$ cat src/rtl/pmem_loader.sv
// Program-memory loader for picoMips: parses a framed byte stream (A5, N, N words, checksum),
// writes words to program memory and releases the CPU reset only after a checksum-valid image.
module pmem_loader #(
   parameter int DEPTH   = 8,
   parameter int ADDR_W  = 3,
   parameter int TIMEOUT = 1000
) (
   input  logic              Clock,
   input  logic              nReset,
   input  logic              start,
   input  logic              rx_valid,
   input  logic [7:0]        rx_data,
   output logic              wr_en,
   output logic [ADDR_W-1:0] wr_addr,
   output logic [15:0]       wr_data,
   output logic              cpu_nreset,
   output logic              busy,
   output logic              done,
   output logic              error
);

   localparam int              TW       = $clog2(TIMEOUT + 1);
   localparam logic [7:0]      DEPTH_B  = 8'(DEPTH);
   localparam logic [7:0]      HDR_BYTE = 8'hA5;
   localparam logic [TW-1:0]   TMO_LAST = TW'(TIMEOUT - 1);

   typedef enum logic [2:0] {
      S_IDLE, S_WAIT_HDR, S_GET_CNT, S_GET_HI, S_GET_LO, S_GET_CSUM, S_DONE, S_ERROR
   } state_t;

   state_t              state_r;
   state_t              state_nxt_s;
   logic [ADDR_W-1:0]   idx_r;
   logic [ADDR_W-1:0]   n_last_r;
   logic [7:0]          hi_r;
   logic [7:0]          csum_r;
   logic [TW-1:0]       tcnt_r;
   logic                in_frame_s;
   logic                tmo_s;

   function automatic logic [7:0] csum_add(input logic [7:0] acc, input logic [7:0] b);
      return acc + b;
   endfunction

   function automatic logic is_busy(input state_t s);
      return (s == S_WAIT_HDR) || (s == S_GET_CNT) || (s == S_GET_HI) ||
             (s == S_GET_LO) || (s == S_GET_CSUM);
   endfunction

   // Inter-byte timeout applies only once the header has been seen.
   assign in_frame_s = (state_r == S_GET_CNT) || (state_r == S_GET_HI) ||
                       (state_r == S_GET_LO)  || (state_r == S_GET_CSUM);
   assign tmo_s      = in_frame_s && !rx_valid && (tcnt_r == TMO_LAST);

   // Next-state decode for the frame parser.
   always_comb begin
      state_nxt_s = state_r;
      case (state_r)
         S_IDLE, S_DONE, S_ERROR: begin
            if (start) state_nxt_s = S_WAIT_HDR;
            else       state_nxt_s = state_r;
         end
         S_WAIT_HDR: begin
            if (rx_valid && (rx_data == HDR_BYTE)) state_nxt_s = S_GET_CNT;
            else                                   state_nxt_s = S_WAIT_HDR;
         end
         S_GET_CNT: begin
            if (tmo_s) state_nxt_s = S_ERROR;
            else if (rx_valid) begin
               if ((rx_data == 8'd0) || (rx_data > DEPTH_B)) state_nxt_s = S_ERROR;
               else                                          state_nxt_s = S_GET_HI;
            end
            else state_nxt_s = S_GET_CNT;
         end
         S_GET_HI: begin
            if (tmo_s)         state_nxt_s = S_ERROR;
            else if (rx_valid) state_nxt_s = S_GET_LO;
            else               state_nxt_s = S_GET_HI;
         end
         S_GET_LO: begin
            if (tmo_s)         state_nxt_s = S_ERROR;
            else if (rx_valid) state_nxt_s = (idx_r == n_last_r) ? S_GET_CSUM : S_GET_HI;
            else               state_nxt_s = S_GET_LO;
         end
         S_GET_CSUM: begin
            if (tmo_s)         state_nxt_s = S_ERROR;
            else if (rx_valid) state_nxt_s = (rx_data == csum_r) ? S_DONE : S_ERROR;
            else               state_nxt_s = S_GET_CSUM;
         end
         default: state_nxt_s = S_IDLE;
      endcase
   end

   // State, datapath and registered outputs.
   always_ff @(posedge Clock or negedge nReset) begin
      if (!nReset) begin
         state_r    <= S_IDLE;
         idx_r      <= '0;
         n_last_r   <= '0;
         hi_r       <= 8'd0;
         csum_r     <= 8'd0;
         tcnt_r     <= '0;
         wr_en      <= 1'b0;
         wr_addr    <= '0;
         wr_data    <= 16'd0;
         cpu_nreset <= 1'b0;
         busy       <= 1'b0;
         done       <= 1'b0;
         error      <= 1'b0;
      end else begin
         state_r    <= state_nxt_s;
         busy       <= is_busy(state_nxt_s);
         done       <= (state_nxt_s == S_DONE);
         error      <= (state_nxt_s == S_ERROR);
         // Release only after a full cycle in DONE; a restart drops it on the same edge.
         cpu_nreset <= (state_r == S_DONE) && (state_nxt_s == S_DONE);
         wr_en      <= (state_r == S_GET_LO) && rx_valid;

         if (rx_valid || !in_frame_s) tcnt_r <= '0;
         else                         tcnt_r <= tcnt_r + TW'(1);

         case (state_r)
            S_IDLE, S_DONE, S_ERROR: begin
               if (start) begin
                  idx_r  <= '0;
                  csum_r <= 8'd0;
               end
            end
            S_GET_CNT: begin
               if (rx_valid) begin
                  n_last_r <= ADDR_W'(rx_data - 8'd1);
                  csum_r   <= rx_data;
               end
            end
            S_GET_HI: begin
               if (rx_valid) begin
                  hi_r   <= rx_data;
                  csum_r <= csum_add(csum_r, rx_data);
               end
            end
            S_GET_LO: begin
               if (rx_valid) begin
                  csum_r  <= csum_add(csum_r, rx_data);
                  wr_addr <= idx_r;
                  wr_data <= {hi_r, rx_data};
                  idx_r   <= idx_r + ADDR_W'(1);
               end
            end
            default: begin
               idx_r <= idx_r;
            end
         endcase
      end
   end

endmodule

$ cat config.mk
export PLATFORM = sky130hd
export DESIGN_NAME = pmem_loader
export DESIGN_NICKNAME = d
export VERILOG_FILES = /design/src/rtl/pmem_loader.sv
export SDC_FILE = /design/constraint.sdc
export NUM_CORES = 1
export LEC_CHECK = 0
export CAP_MARGIN = 10
export CELL_PAD_IN_SITES_DETAIL_PLACEMENT = 0
export CELL_PAD_IN_SITES_GLOBAL_PLACEMENT = 1
export CORE_AREA = 2 2 88 123
export DETAILED_ROUTE_END_ITERATION = 10
export DIE_AREA = 0 0 90 125
export PLACE_DENSITY_LB_ADDON = 0.3
export SETUP_SLACK_MARGIN = 0.15
export SLEW_MARGIN = 0
export SYNTH_ARGS = -nofsm -noshare
export SYNTH_HDL_FRONTEND = slang
export SYNTH_SLANG_ARGS = --single-unit
$ cat constraint.sdc
create_clock -name Clock -period 2.78 [get_ports Clock]
set_input_delay 0.834 -clock Clock [delete_from_list [all_inputs] [get_ports Clock]]
set_output_delay 0.834 -clock Clock [all_outputs]
set_load 0.005 [all_outputs]
Word level (Yosys, flattened, before mapping)
Index checks and enable logic that the tools add are counted.
- register bits after elaboration: 59
- input bits: 12
- output and inout bits: 24
- word-level logic and storage cells: 89
- add/sub/neg operators: 4
- $lt $le $gt $ge: 1
- equal/unequal tests: 22
- multiplexer cells: 22
- reductions and logical operators: 27
- operator list (operator ; count):
    $mux 3 ; 11
    $eq 3x3->1 const B ; 8
    $mux 8 ; 3
    $pmux 8 s3 ; 1
    $pmux 3 s6 ; 1
    $eq 3x2->1 const B ; 4
    $add 10x1->10 const B ; 1
    $eq 10x10->1 const B ; 1
    $mux 10 ; 1
    $logic_or 1x1->1 ; 9
    $add 8x8->8 ; 1
    $eq 8x8->1 ; 1
    $eq 8x8->1 const B ; 1
    $gt 8x4->1 const B ; 1
    $logic_not 8->1 ; 1
    $eq 3x1->1 const B ; 2
    $mux 2 ; 3
    $ne 2x2->1 const B ; 3
    $pmux 3 s2 ; 1
    $reduce_and 2->1 ; 3
    $logic_and 1x1->1 ; 5
    $reduce_and 4->1 ; 1
    $add 3x1->3 const B ; 1
    $eq 3x3->1 ; 1
    10 further kinds ; 11

Logic depth before layout (Yosys ltp)
- word-level depth: 13
- depth in mapped cells: 9
- gate-level depth less buffers: 9

Worst setup path before layout
No wires, ideal clock.
- path kind: input -> register
- from: input rx_data[0]
- to: register csum_r[6]
- setup time: 95 ps
- arrival: 2085 ps
- data required time: 2685 ps
- path slack: 599 ps
- cell stages on the path: 9
- path buffers: 0
- path through: ha_1 > inv_1 > fa_1 > nor2b_1 > o21ai_1 > nand2b_1 > a31oi_1 > xor2_1 > o31ai_1
- word-level cells in the longest chain between the ends: 3
- ends and longest elaborated chain (element ; line ; source):
    from (decl) ; 12 ; input logic [7:0] rx_data,
    $add 8x8->8 ; 42 ; return acc + b;
    $mux 8 ; 136, 142 ;
    $pmux 8 s3 ; 122 ; case (state_r)
    to (signal assigned) ; 132 ; csum_r <= rx_data;
    to (signal assigned) ; 138 ; csum_r <= csum_add(csum_r, rx_data);
    to (signal assigned) ; 143 ; csum_r <= csum_add(csum_r, rx_data);
    to (decl) ; 36 ; logic [7:0] csum_r;
No other way between the ends. The select of a mux whose other input is x is not followed.
A chain may end at the register's enable or synchronous reset.

Final worst setup path
- from: input rx_data[3]
- to: register error
- elaborated cells on any way between the ends: 15
- those cells by class: 1 x order compare; 3 x eq/ne; 8 x mux; 3 x reduce/logical
- RTL lines (element ; line ; source):
    $eq 8x8->1 ; 87 ; else if (rx_valid) state_nxt_s = (rx_data == csum_r) ? S_DONE : S_ERROR;
    $mux 1 ; 87 ;
    $mux 2 ; 87 ;
    $mux 2 ; 86 ; if (tmo_s) state_nxt_s = S_ERROR;
    $pmux 3 s6 (*) ; 58 ; case (state_r)
    via state_nxt_s[0] ; 32 ; state_t state_nxt_s;
    $eq 3x3->1 (*) ; 114 ; error <= (state_nxt_s == S_ERROR);
    to (signal assigned) ; 114 ;
    to (decl) ; 19 ; output logic error
The timed path passes the listed nets; every way through them passes the cells marked *.

==> out/metrics.csv <==
metric,value,unit
outcome,"finished, final reports clean",
Layout area overhead,31.5,%
min setup slack post-route,0.259,ns
Worst Hold Slack,0.459,ns
clock tree from TritonCTS,yes,
min Tclk post-route,2.52,ns
start-to-end type of the worst setup path,in2reg,
clock-pin slew on the worst setup and hold paths,0.05,ns
DRC Markers,0,
multi-input combinational cell area,1420,um^2
quantity of I/O buffers inserted on ports,35,
stages on the worst setup path,7,
"critical path fanouts, max",5,
count of instances resized after the clock tree is built,0,
placed inst area,3610,um^2
number of H-tree branching levels,3,
routed via count,2263,
sort of element at the start of the critical path,input pin,
DIE WIDTH,90,um
Yosys warnings,0,
switching share of power,32.6,%
Post-synth EDFFs,0,
Mapped Cells,280,
hold violation count in the final report,0,
Worst setup endpoint,error,
vias in the first global route,2322,
total area of sequential cells,1480,um^2
fraction of final layout cells with drive strength greater than 1,13.4,%
number of antenna violations at the first check in global routing,0,
"Setup violations, final",0,
setup slack of the most critical reg-to-reg path,0.90,ns
number of antenna repair diodes,0,
Power Internal,0.00267,W
synthesized area per cell,10.6,um^2
count of different cell masters after synthesis,44,
total gr overflow,0,
Flop pwr share,35.4,%
Avg Vias per Cell,4.70,
Post-layout nets,364,
Rel. slew slack,61.5,%
type of the worst min-delay path,in2async,
worst slack at placement,-0.152,ns
upper clock frequency limit,0.397,GHz
post-synthesis instance area,2970,um^2
slew of the pin with the lowest slew margin,0.574,ns
Routed Antenna Nets,0,
master of the slowest instance on the critical path,clkdlybuf4s50_1,
Max VDD drop,417,uV
met1 Usage GRT,15.2,%
reg2reg path depth,6,
FILL cells,1063,
chip height,125,um
busiest layer in global routing,met2,
area of all placed cells without fillers,3910,um^2
number of maximum-capacitance constraint violations,0,
CP cell instances,clkdlybuf4s50_1 -> ha_1 -> nor4_1 -> and3_1 -> o221a_2 -> inv_2 -> and2_1,
buffer and inverter count on the worst path,2,
power share of the clock group,27.4,%
Leak Pwr,1.71,nW
Post-synth ARST share,100,%
# rows,44,
CTS Hold Buffers Added,0,
fin crit share,90.7,%
routed wire length per instance,14.4,um
buffer type at the clock tree root,clkbuf_16,
global-route wire length before repair,11800,um
kind of cell adding the most delay to the critical path,simple AND/OR/NAND/NOR gates,
Pre-antenna DRT Iters,4,
Max clock buf depth,2,
power density over cell area,1010,nW/um^2
largest net degree at the start of global routing,23,
Num Clock Sinks,59,
origin of the worst setup path,rx_data[3],
sequential share of the synthesized area,49.6,%
RR Endpoint,error,
number of max-slew violations in the final report,0,
start of the worst register-to-register path,csum_r[3],
Switching Power,0.00129,W
type of element capturing the critical path,flip-flop,
total I/O pin count,36,
number of design-rule violations left by the first detailed-router iteration,71,
net count after synthesis,305,
placed wire-length estimate after detailed placement,5200,um
wire length reported by the detailed router,6950,um
CP arrival,2.74,ns
Initial Utilization,29.0,%
Yosys reg bits,59,
skew final,0.00398,ns
Gate power share,37.1,%
Final Power,0.00395,W
area of the die,11300,um^2
buffer count from post-CTS setup fixing,0,
Final GP Congestion,0.840,
Tot GR Track Use,13.4,%
"slowest stage delay, CP",0.46,ns
met3 Track Usage GR,4.34,%
Most used DFF post-synth,dfrtp_1,
required time of the critical path,3.00,ns
total clock buffers created by CTS,9,
setup repair after global routing missed its margin,no,
Core Area,10200,um^2
clock network latency to the later pin of the worst-skew pair,0.33,ns
met2 Usage GRT,23.1,%
## state kept, by name (all words and copies together), names as in the netlist
name / flops
wr_data: 16
tcnt_r: 10
csum_r: 8
hi_r: 8
idx_r: 3
n_last_r: 3
state_r: 3
wr_addr: 3
busy: 1
cpu_nreset: 1
done: 1
error: 1
wr_en: 1
## worst min-delay path by stage
stage / from / endpoint / slack [ns]
after floorplan: tcnt_r[0] / tcnt_r[0] / 0.43
after global placement: tcnt_r[0] / tcnt_r[0] / 0.45
after detailed placement: tcnt_r[0] / tcnt_r[0] / 0.45
after CTS: tcnt_r[0] / tcnt_r[0] / 0.46
after global routing: nReset / wr_en / 0.50
final: nReset / wr_addr[0] / 0.46
## power groups by stage
stage / combinational (W) / sequential [W] / clock [W]
global route: 0.00164 / 0.00145 / 0.00117
detailed placement: 0.00148 / 0.00142 / 0
finish: 0.00147 / 0.00140 / 0.00108
CTS: 0.00149 / 0.00140 / 0.00113
global placement: 0.00147 / 0.00141 / 0
floorplan: 0.000926 / 0.00134 / 0
## cells by family (layout without fill, tap and decap cells)
logic type	Yosys count	in the layout	synth area share (%)
xor+xnor	20	20	5.89
mux	27	27	10.1
buf+inv	18	82	2.82
flops	59	59	49.6
fa+ha+maj	13	13	5.72
simple gates	90	90	14.3
compound gates	53	53	11.5
## cell type report
class                           count  share of cell area, %
Tap cell                          138                   4.41
Timing Repair Buffer               58                   13.3
Clock inverter                      5                   1.34
Sequential cell                    59                   37.7
Clock buffer                       11                   6.21
Inverter                            8                  0.768
Multi-Input combinational cell    203                   36.2
## worst register-to-register path: stages (launching register included)
cell and delay, ns:
dfrtp_1 0.37, ha_1 0.35, nor4_1 0.40, and3_1 0.24, o221a_2 0.23, inv_2 0.05
and2_1 0.13
## Yosys cell counts, types with 3 or more instances
library cell | instances | area, um^2
nor4_1 | 3 | 18.8
o21ai_1 | 13 | 65.1
nor2b_1 | 3 | 18.8
and3_1 | 4 | 25.0
nand2b_1 | 5 | 31.3
and2_1 | 3 | 18.8
buf_2 | 7 | 35.0
nand2_1 | 31 | 116
a22oi_1 | 6 | 45.0
nor2_1 | 23 | 86.3
xnor2_1 | 14 | 123
ha_1 | 12 | 150
dfrtp_1 | 59 | 1480
nor3_1 | 5 | 25.0
o21ai_0 | 7 | 35.0
mux2_1 | 25 | 282
a31oi_1 | 3 | 18.8
a21oi_1 | 8 | 40.0
nand3_1 | 7 | 35.0
xor2_1 | 6 | 52.6
inv_1 | 6 | 22.5
## routing by layer
layer | share of wire, % | wire [um]
met1 | 43 | 2970
met5 | 0 | 0
met2 | 51 | 3570
met3 | 4.0 | 276
met4 | 2.0 | 142
## metrics by stage
stage	std cells	util (%)	TNS, ns
finish	482	38.2	0
CTS	482	38.2	0
detailed placement	466	35.3	-0.635
floorplan	280	-	0
global route	482	38.2	0
global placement	466	35.3	-0.468
## layout by cell type, fill, tap and decap left out, types with 6 or more instances in the layout
cell type	count
dfrtp_1	59
mux2_1	25
o21ai_1	13
clkbuf_16	9
xnor2_1	14
clkdlybuf4s50_1	33
a21oi_1	8
a22oi_1	6
nor2_1	22
buf_4	23
ha_1	12
xor2_1	6
nand3_1	7
nand2_1	31
o21ai_0	7
Power figures use the tool's default switching activity.
